File: src/rtl/serial_byte_loader_pkg.sv
// Shared types and helpers for the serial byte loader.
// Latency: n/a (declarations only).
// Backpressure: n/a.
package common;

    typedef enum logic {
        LD_IDLE  = 1'b0,
        LD_SHIFT = 1'b1
    } loader_state_t;

    // Ceiling log2. Returns 0 for v <= 1. Used to size counters from parameters.
    function automatic int clog2(input int v);
        int r;
        r = 0;
        for (int x = v - 1; x > 0; x = x >> 1) begin
            r = r + 1;
        end
        return r;
    endfunction

endpackage

File: src/rtl/serial_byte_loader_shift.sv
// Shift register plus bit counter; flags the edge that captures the last bit of a word.
// Latency: word is presented combinationally on the completion edge (includes current SER).
// Backpressure: none; every SHIFT_EN edge is accepted, ABORT wins over SHIFT_EN.
//
// Ports: CP clock, MR async active-high reset, SER serial bit, SHIFT_EN capture enable,
//        ABORT drop partial word; sh registered shift contents, word assembled word
//        including this edge's SER, count bits held so far, done completion this edge.
module serial_byte_loader_shift
    import common::*;
#(
    parameter int WIDTH     = 8,
    parameter bit MSB_FIRST = 1'b1,
    parameter int CW        = clog2(WIDTH + 1)
) (
    input  logic             CP,
    input  logic             MR,
    input  logic             SER,
    input  logic             SHIFT_EN,
    input  logic             ABORT,
    output logic [WIDTH-1:0] sh,
    output logic [WIDTH-1:0] word,
    output logic [CW-1:0]    count,
    output logic             done
);

    logic last_bit;

    always_comb begin
        word = sh;
        if (MSB_FIRST) begin
            word = {sh[WIDTH-2:0], SER};
        end else begin
            word = {SER, sh[WIDTH-1:1]};
        end
    end

    assign last_bit = (count == CW'(WIDTH - 1));
    assign done     = SHIFT_EN && !ABORT && last_bit;

    // On ABORT the shift contents are left alone: the next word shifts in WIDTH
    // fresh bits, which fully displaces whatever was there.
    always_ff @(posedge CP or posedge MR) begin
        if (MR) begin
            sh    <= '0;
            count <= '0;
        end else if (ABORT) begin
            count <= '0;
        end else if (SHIFT_EN) begin
            sh    <= word;
            count <= last_bit ? '0 : count + CW'(1);
        end
    end

endmodule

File: src/rtl/serial_byte_loader.sv
// Serial-in/parallel-out loader with a level STB / ACK handshake and sticky overrun flag.
// Latency: Q/STB valid right after the edge capturing bit WIDTH; no extra stage.
// Backpressure: a word completing while STB=1 and ACK=0 is dropped and sets OVR.
//
// Ports: CP clock, MR async active-high reset, SER/SHIFT_EN serial input, ABORT drop
//        partial word, ACK consume Q; Q last word, STB word valid, BUSY partial word
//        in progress, OVR sticky overrun.
module serial_byte_loader
    import common::*;
#(
    parameter int WIDTH     = 8,
    parameter bit MSB_FIRST = 1'b1
) (
    input  logic             CP,
    input  logic             MR,
    input  logic             SER,
    input  logic             SHIFT_EN,
    input  logic             ABORT,
    input  logic             ACK,
    output logic [WIDTH-1:0] Q,
    output logic             STB,
    output logic             BUSY,
    output logic             OVR
);

    localparam int CW = clog2(WIDTH + 1);

    loader_state_t    state;
    loader_state_t    state_nxt;
    logic [WIDTH-1:0] sh;
    logic [WIDTH-1:0] word;
    logic [CW-1:0]    count;
    logic             done;
    logic             unused_dbg;

    serial_byte_loader_shift #(
        .WIDTH     (WIDTH),
        .MSB_FIRST (MSB_FIRST),
        .CW        (CW)
    ) u_shift (
        .CP       (CP),
        .MR       (MR),
        .SER      (SER),
        .SHIFT_EN (SHIFT_EN),
        .ABORT    (ABORT),
        .sh       (sh),
        .word     (word),
        .count    (count),
        .done     (done)
    );

    // Raw shift contents and count are observation-only at this level.
    assign unused_dbg = ^{sh, count};

    always_ff @(posedge CP or posedge MR) begin
        if (MR) begin
            state <= LD_IDLE;
        end else begin
            state <= state_nxt;
        end
    end

    always_comb begin
        state_nxt = state;
        if (ABORT) begin
            state_nxt = LD_IDLE;
        end else if (SHIFT_EN) begin
            case (state)
                LD_IDLE:  state_nxt = LD_SHIFT;
                LD_SHIFT: state_nxt = done ? LD_IDLE : LD_SHIFT;
                default:  state_nxt = LD_IDLE;
            endcase
        end
    end

    assign BUSY = (state == LD_SHIFT);

    // ACK on the completion edge frees the slot for the new word in the same cycle.
    always_ff @(posedge CP or posedge MR) begin
        if (MR) begin
            Q   <= '0;
            STB <= 1'b0;
            OVR <= 1'b0;
        end else if (done) begin
            if (!STB || ACK) begin
                Q   <= word;
                STB <= 1'b1;
            end else begin
                OVR <= 1'b1;
            end
        end else if (ACK) begin
            STB <= 1'b0;
        end
    end

`ifdef FORMAL
    logic f_past;

    always_ff @(posedge CP or posedge MR) begin
        if (MR) begin
            f_past <= 1'b0;
        end else begin
            f_past <= 1'b1;
        end
    end

    always_comb begin
        if (MR) begin
            assert (Q == '0 && !STB && !BUSY && !OVR);
        end
    end

    a_stb_hold: assert property (@(posedge CP) disable iff (MR)
        (f_past && $past(STB) && !$past(ACK)) |-> STB);

    a_q_stable: assert property (@(posedge CP) disable iff (MR)
        (f_past && $past(STB) && !$past(ACK)) |-> (Q == $past(Q)));

    a_count_rng: assert property (@(posedge CP) disable iff (MR)
        count < CW'(WIDTH));
`endif

endmodule

File: config.mk
export PLATFORM = sky130hd
export DESIGN_NAME = serial_byte_loader
export DESIGN_NICKNAME = d
export VERILOG_FILES = /design/src/rtl/serial_byte_loader_pkg.sv /design/src/rtl/serial_byte_loader_shift.sv /design/src/rtl/serial_byte_loader.sv
export SDC_FILE = /design/constraint.sdc
export NUM_CORES = 1
export LEC_CHECK = 0
export CORE_MARGIN = 4
export CORE_UTILIZATION = 49
export DETAILED_ROUTE_END_ITERATION = 16
export GPL_TIMING_DRIVEN = 0
export PLACE_DENSITY = 0.76
export SYNTH_ARGS = -nofsm -noshare
export SYNTH_HDL_FRONTEND = slang
export SYNTH_SLANG_ARGS = --single-unit
export TNS_END_PERCENT = 10
File: constraint.sdc
create_clock -name CP -period 2.4 [get_ports CP]
set_clock_uncertainty 0.1 [all_clocks]
set_input_delay 0.36 -clock CP [delete_from_list [all_inputs] [get_ports CP]]
set_output_delay 0.36 -clock CP [all_outputs]
set_load 0.1 [all_outputs]
---- Word-level counts from Yosys, hierarchy flattened ----
Index checks and enable logic that the tools add are counted.
Widths: inputs -> output; s select.
word-level totals
  register bits ........................... 22
  input bits .............................. 6
  output and inout port bits .............. 11
  logic and storage cells ................. 33
operators by class
  add/sub/neg operators ................... 1
  equality and inequality tests ........... 2
  mux-type cells .......................... 10
  bitwise operators ....................... 3
  reductions and logical operators ........ 11
operators with widths
  kind                 count
  $mux 4               3
  $reduce_and 2->1     4
  $mux 1               6
  $add 4x1->4 const B  1
  $eq 4x3->1 const B   1
  $reduce_bool 2->1    2
  $not 1->1            3
  $logic_and 1x1->1    2
  $logic_not 1->1      2
  $ne 2x1->1 const B   1
  $pmux 1 s2           1
  $logic_or 1x1->1     1

---- Depth between registers and ports, before layout ----
  depth in word-level cells ............... 7
  mapped depth ............................ 4
  depth with buffers taken out ............ 4

---- Hierarchy ----
A second synthesis with hierarchy kept.
unflattened totals
  cell total of the unflattened synthesis .. 75
  area total of the unflattened synthesis .. 1081.0 µm²
by module, submodules not included
  module                    times used  cells an instance  area each (µm²)  seq. area each (µm²)
  serial_byte_loader_shift  1           47                 628.1            300.3
  serial_byte_loader        1           28                 452.9            275.3

---- Worst setup path after synthesis ----
No wires, ideal clock.
  path type ............................... register -> register
  start ................................... register STB
  end ..................................... register Q[0]
  setup time .............................. 0.125 ns
  arrival ................................. 1.670 ns
  required time ........................... 2.175 ns
  setup slack ............................. 0.504 ns
  stages on the path, launching flop included .. 4
  buffers on the path ..................... 0
  clock period less this slack ............ 1.896 ns
  path through ............................ dfrtp_1 > nor2b_1 > nor3_4 > mux2_2
between the ends
  longest elaborated chain between the ends .. 3
ends and longest elaborated chain
  item                        RTL line                  text
  from (decl)                 serial_byte_loader.sv:21  output logic STB,
  from (signal assigned)      serial_byte_loader.sv:82  STB <= 1'b0;
  from (signal assigned)      serial_byte_loader.sv:87  STB <= 1'b1;
  from (signal assigned)      serial_byte_loader.sv:92  STB <= 1'b0;
  $logic_not 1->1             serial_byte_loader.sv:85  if (!STB || ACK) begin
  $logic_or 1x1->1            serial_byte_loader.sv:85
  $reduce_and 2->1 (no line)  --
  to (signal assigned)        serial_byte_loader.sv:86  Q <= word;
  to (decl)                   serial_byte_loader.sv:20  output logic [WIDTH-1:0] Q,
Every way passes these cells.
A chain may end at the register's enable or synchronous reset.

---- Worst setup path in the final report ----
  start ................................... register state, in the netlist BUSY
  end ..................................... output port BUSY
RTL lines
  item                    RTL line                  text
  from (decl)             serial_byte_loader.sv:28  loader_state_t state;
  from (signal assigned)  serial_byte_loader.sv:59  state <= state_nxt;
  to (decl)               serial_byte_loader.sv:22  output logic BUSY,
No word-level cell between the ends.

==> out/metrics.cfg <==
[run_status]
outcome = complete, no violations

[power_and_ir_drop]
p_per_area_mw_per_mm2 = 622
vdd_ir_drop_max_v = 0.000331
cellLeakagePower_nw = 0.561

[route]
drt_iter0_markers = 8
vias = 538
postRouteWirelength_um = 1310
avgViaCountPerCell = 5.08
postRouteAntennaNets = 0
route.detailed.drc = 0
detail_route.wl_per_cell_um = 12.4
drt_first_pass_iters = 3

[synthesis]
syn-num-nets = 71
mappedNetlistArea_um2 = 921
synth_top_cells_by_area = sky130_fd_sc_hd__dfrtp_1, sky130_fd_sc_hd__mux2_2, sky130_fd_sc_hd__nand4b_4, sky130_fd_sc_hd__mux2i_1, sky130_fd_sc_hd__nor3_4
post_synth_num_cell_types = 21
synth-seq-cells = 22
synth-seq-area-share = 0.598
post_synth_inst_count = 64
postSynthAreaPerCell_um2 = 14.4
ys.warnings.count = 0
synth_top_cell_by_area = sky130_fd_sc_hd__dfrtp_1
synth.top_cell.area_share = 0.598

[placed_design]
place.gp.congestion = 0.661
dpl_cells = 103
place_worst_setup_slack_ns = 0.458
port_buffers = 14

[finish]
antenna-diode-count = 0
final_cell_count_no_fill = 106
layout-drive-gt1-share = 0.296
final_net_count = 90
fillCellCount = 129
areaGrowthSynthToFinish_pct = 21.1

[clock_tree]
clock-root-buffer = sky130_fd_sc_hd__clkbuf_4
clockBufferDepth = 2
clock_sinks = 22
post_cts_resized = 0
worst_setup_hold_path_clk_slew_ns = 0.10
htree_num_levels = 1
tritoncts = done
post-cts-setup-buffer-count = 0
latest_clock_arrival_within_the_worst_skew_pair_ns = 0.29
cts_buffers = 3
cts.hold.buffers_added = 0

[global_route]
globalRoute.totalOverflow = 0
grt_antenna_before_repair = 0
groute.usage.overall = 0.119
via_count_of_the_first_global_routing_pass = 565
grt_max_degree = 23
first_pass_grt_wire_length_um = 2350

[worst_hold_path]
min-delay-path-class = primary input to flip-flop

[timing]
timing_hold_violations_final = 0
maxSlewHeadroom = 0.350
setup_viol_count_final = 0
sum_of_negative_setup_slack_ns = 0
minimum_clock_period_after_layout_ns = 2.26
post-route-period-util = 0.942
timing.final.ws_setup_ns = 0.139
slew_viol_final = 0
transition_time_at_the_pin_with_the_least_slew_margin_ns = 0.971
rsz0062_at_grt = false
worst_hold_slack_ns = 0.152
achievable-frequency_ghz = 0.442

[floorplanning]
placement_rows = 15
die-width_um = 51.4
chipHeight_um = 51.4
design.portCount = 17
floorplan.die_area_mm2 = 0.00264
design.core.area_mm2 = 0.00175
initial_utilization = 0.528

[critical_path]
setup_cp_type = flip-flop to output pin
critical_path.max_fanout = 2
crit_path_cell_trace = clkdlybuf4s50_1
cp-end-kind = output pin
crit_required_ns = 1.94
cp_slowest_stage_delay_ns = 1.14
critPathLaunchType = flip-flop
path_buf_inv = 1
arrival_ns = 1.80
worst_path_dominant_cell_family = buffers and inverters
critical-path-slowest-cell = sky130_fd_sc_hd__clkdlybuf4s50_1

[run]
max-cap-violations = 0

-- final cells by class --
cell class / count / area (um2) / share of cell area
plain buffers: 3 / 23.8 / 0.0213
clock buffers: 3 / 22.5 / 0.0202
inverters: 1 / 3.75 / 0.00337
multi-input cells: 38 / 343 / 0.308
flip-flops and latches: 22 / 551 / 0.494
well taps: 25 / 31.3 / 0.0281
repair buffers: 14 / 140 / 0.126
-- cells in the mapped netlist (all sizes together) --
| cell | n |
|---|---|
| dfrtp | 22 |
| mux2 | 15 |
| nor2 | 4 |
| buf | 3 |
| a21oi | 2 |
| mux2i | 2 |
| nand2 | 2 |
| nand2b | 2 |
| nand3b | 2 |
| a21o | 1 |
| ha | 1 |
| inv | 1 |
| nand4 | 1 |
| nand4b | 1 |
| nor2b | 1 |
| nor3 | 1 |
| or2 | 1 |
| or3 | 1 |
| xor2 | 1 |
-- registers in the layout (all words and copies together), names as in the netlist --
signal	flops
OVR	1
Q	8
BUSY	1
u_shift.count	4
STB	1
u_shift.sh	7
-- cells in the final DEF, fill, tap and decap left out, types with 2 or more instances in the layout --
cell                              instances
sky130_fd_sc_hd__dfrtp_1                 22
sky130_fd_sc_hd__clkbuf_4                 3
sky130_fd_sc_hd__nor2_1                   4
sky130_fd_sc_hd__nand3b_1                 2
sky130_fd_sc_hd__nand2b_1                 2
sky130_fd_sc_hd__clkdlybuf4s50_1         14
sky130_fd_sc_hd__nand2_1                  2
sky130_fd_sc_hd__mux2i_1                  2
sky130_fd_sc_hd__mux2_2                  15
sky130_fd_sc_hd__a21oi_1                  2
-- power breakdown --
| group | switching, mW | internal [mW] |
|---|---|---|
| sequential | 0.0309 | 0.419 |
| clock | 0.0953 | 0.0584 |
| combinational | 0.0392 | 0.0503 |
-- layer usage --
metal | up-vias | track usage | share of wire
li1 | 257 | - | -
met1 | 268 | 0.139 | 0.46
met2 | 11 | 0.200 | 0.48
met3 | 2 | 0.0379 | 0.049
met4 | 0 | 0.0524 | 0.0092
met5 | - | 0 | 0
-- logic make-up (layout without fill, tap and decap cells) --
kind of cell,Yosys count,count (layout),share of synthesized area
AOI/OAI and AO/OA,3,3,0.0190
xor gates and xnor gates,1,1,0.00951
adders and majority gates,1,1,0.0136
buffers and inverters,4,21,0.0299
DFF,22,22,0.598
muxes,17,17,0.205
and+or+nand+nor,16,16,0.125
-- per-stage QoR --
step | util | power (mW) | area, um2
after floorplan | - | 0.522 | 921
after global placement | 0.626 | 0.545 | 1090
after detailed placement | 0.626 | 0.549 | 1090
after CTS | 0.639 | 0.706 | 1110
after global routing | 0.639 | 0.738 | 1110
final | 0.639 | 0.693 | 1110
-- path summary, 6_finish.rpt --
kind,start,to,slack [ns],cells past startpoint
worst max register to register,u_shift.count[0],Q[6],0.56,4
worst min-delay path,ABORT,u_shift.count[0],0.15,2
min in group asynchronous,MR,Q[4],0.40,2
worst min register to register,OVR,OVR,0.37,1
worst max-delay path,BUSY,BUSY,0.14,1
max in group asynchronous,MR,u_shift.count[0],1.31,2
(Power assumes the default switching activity.)
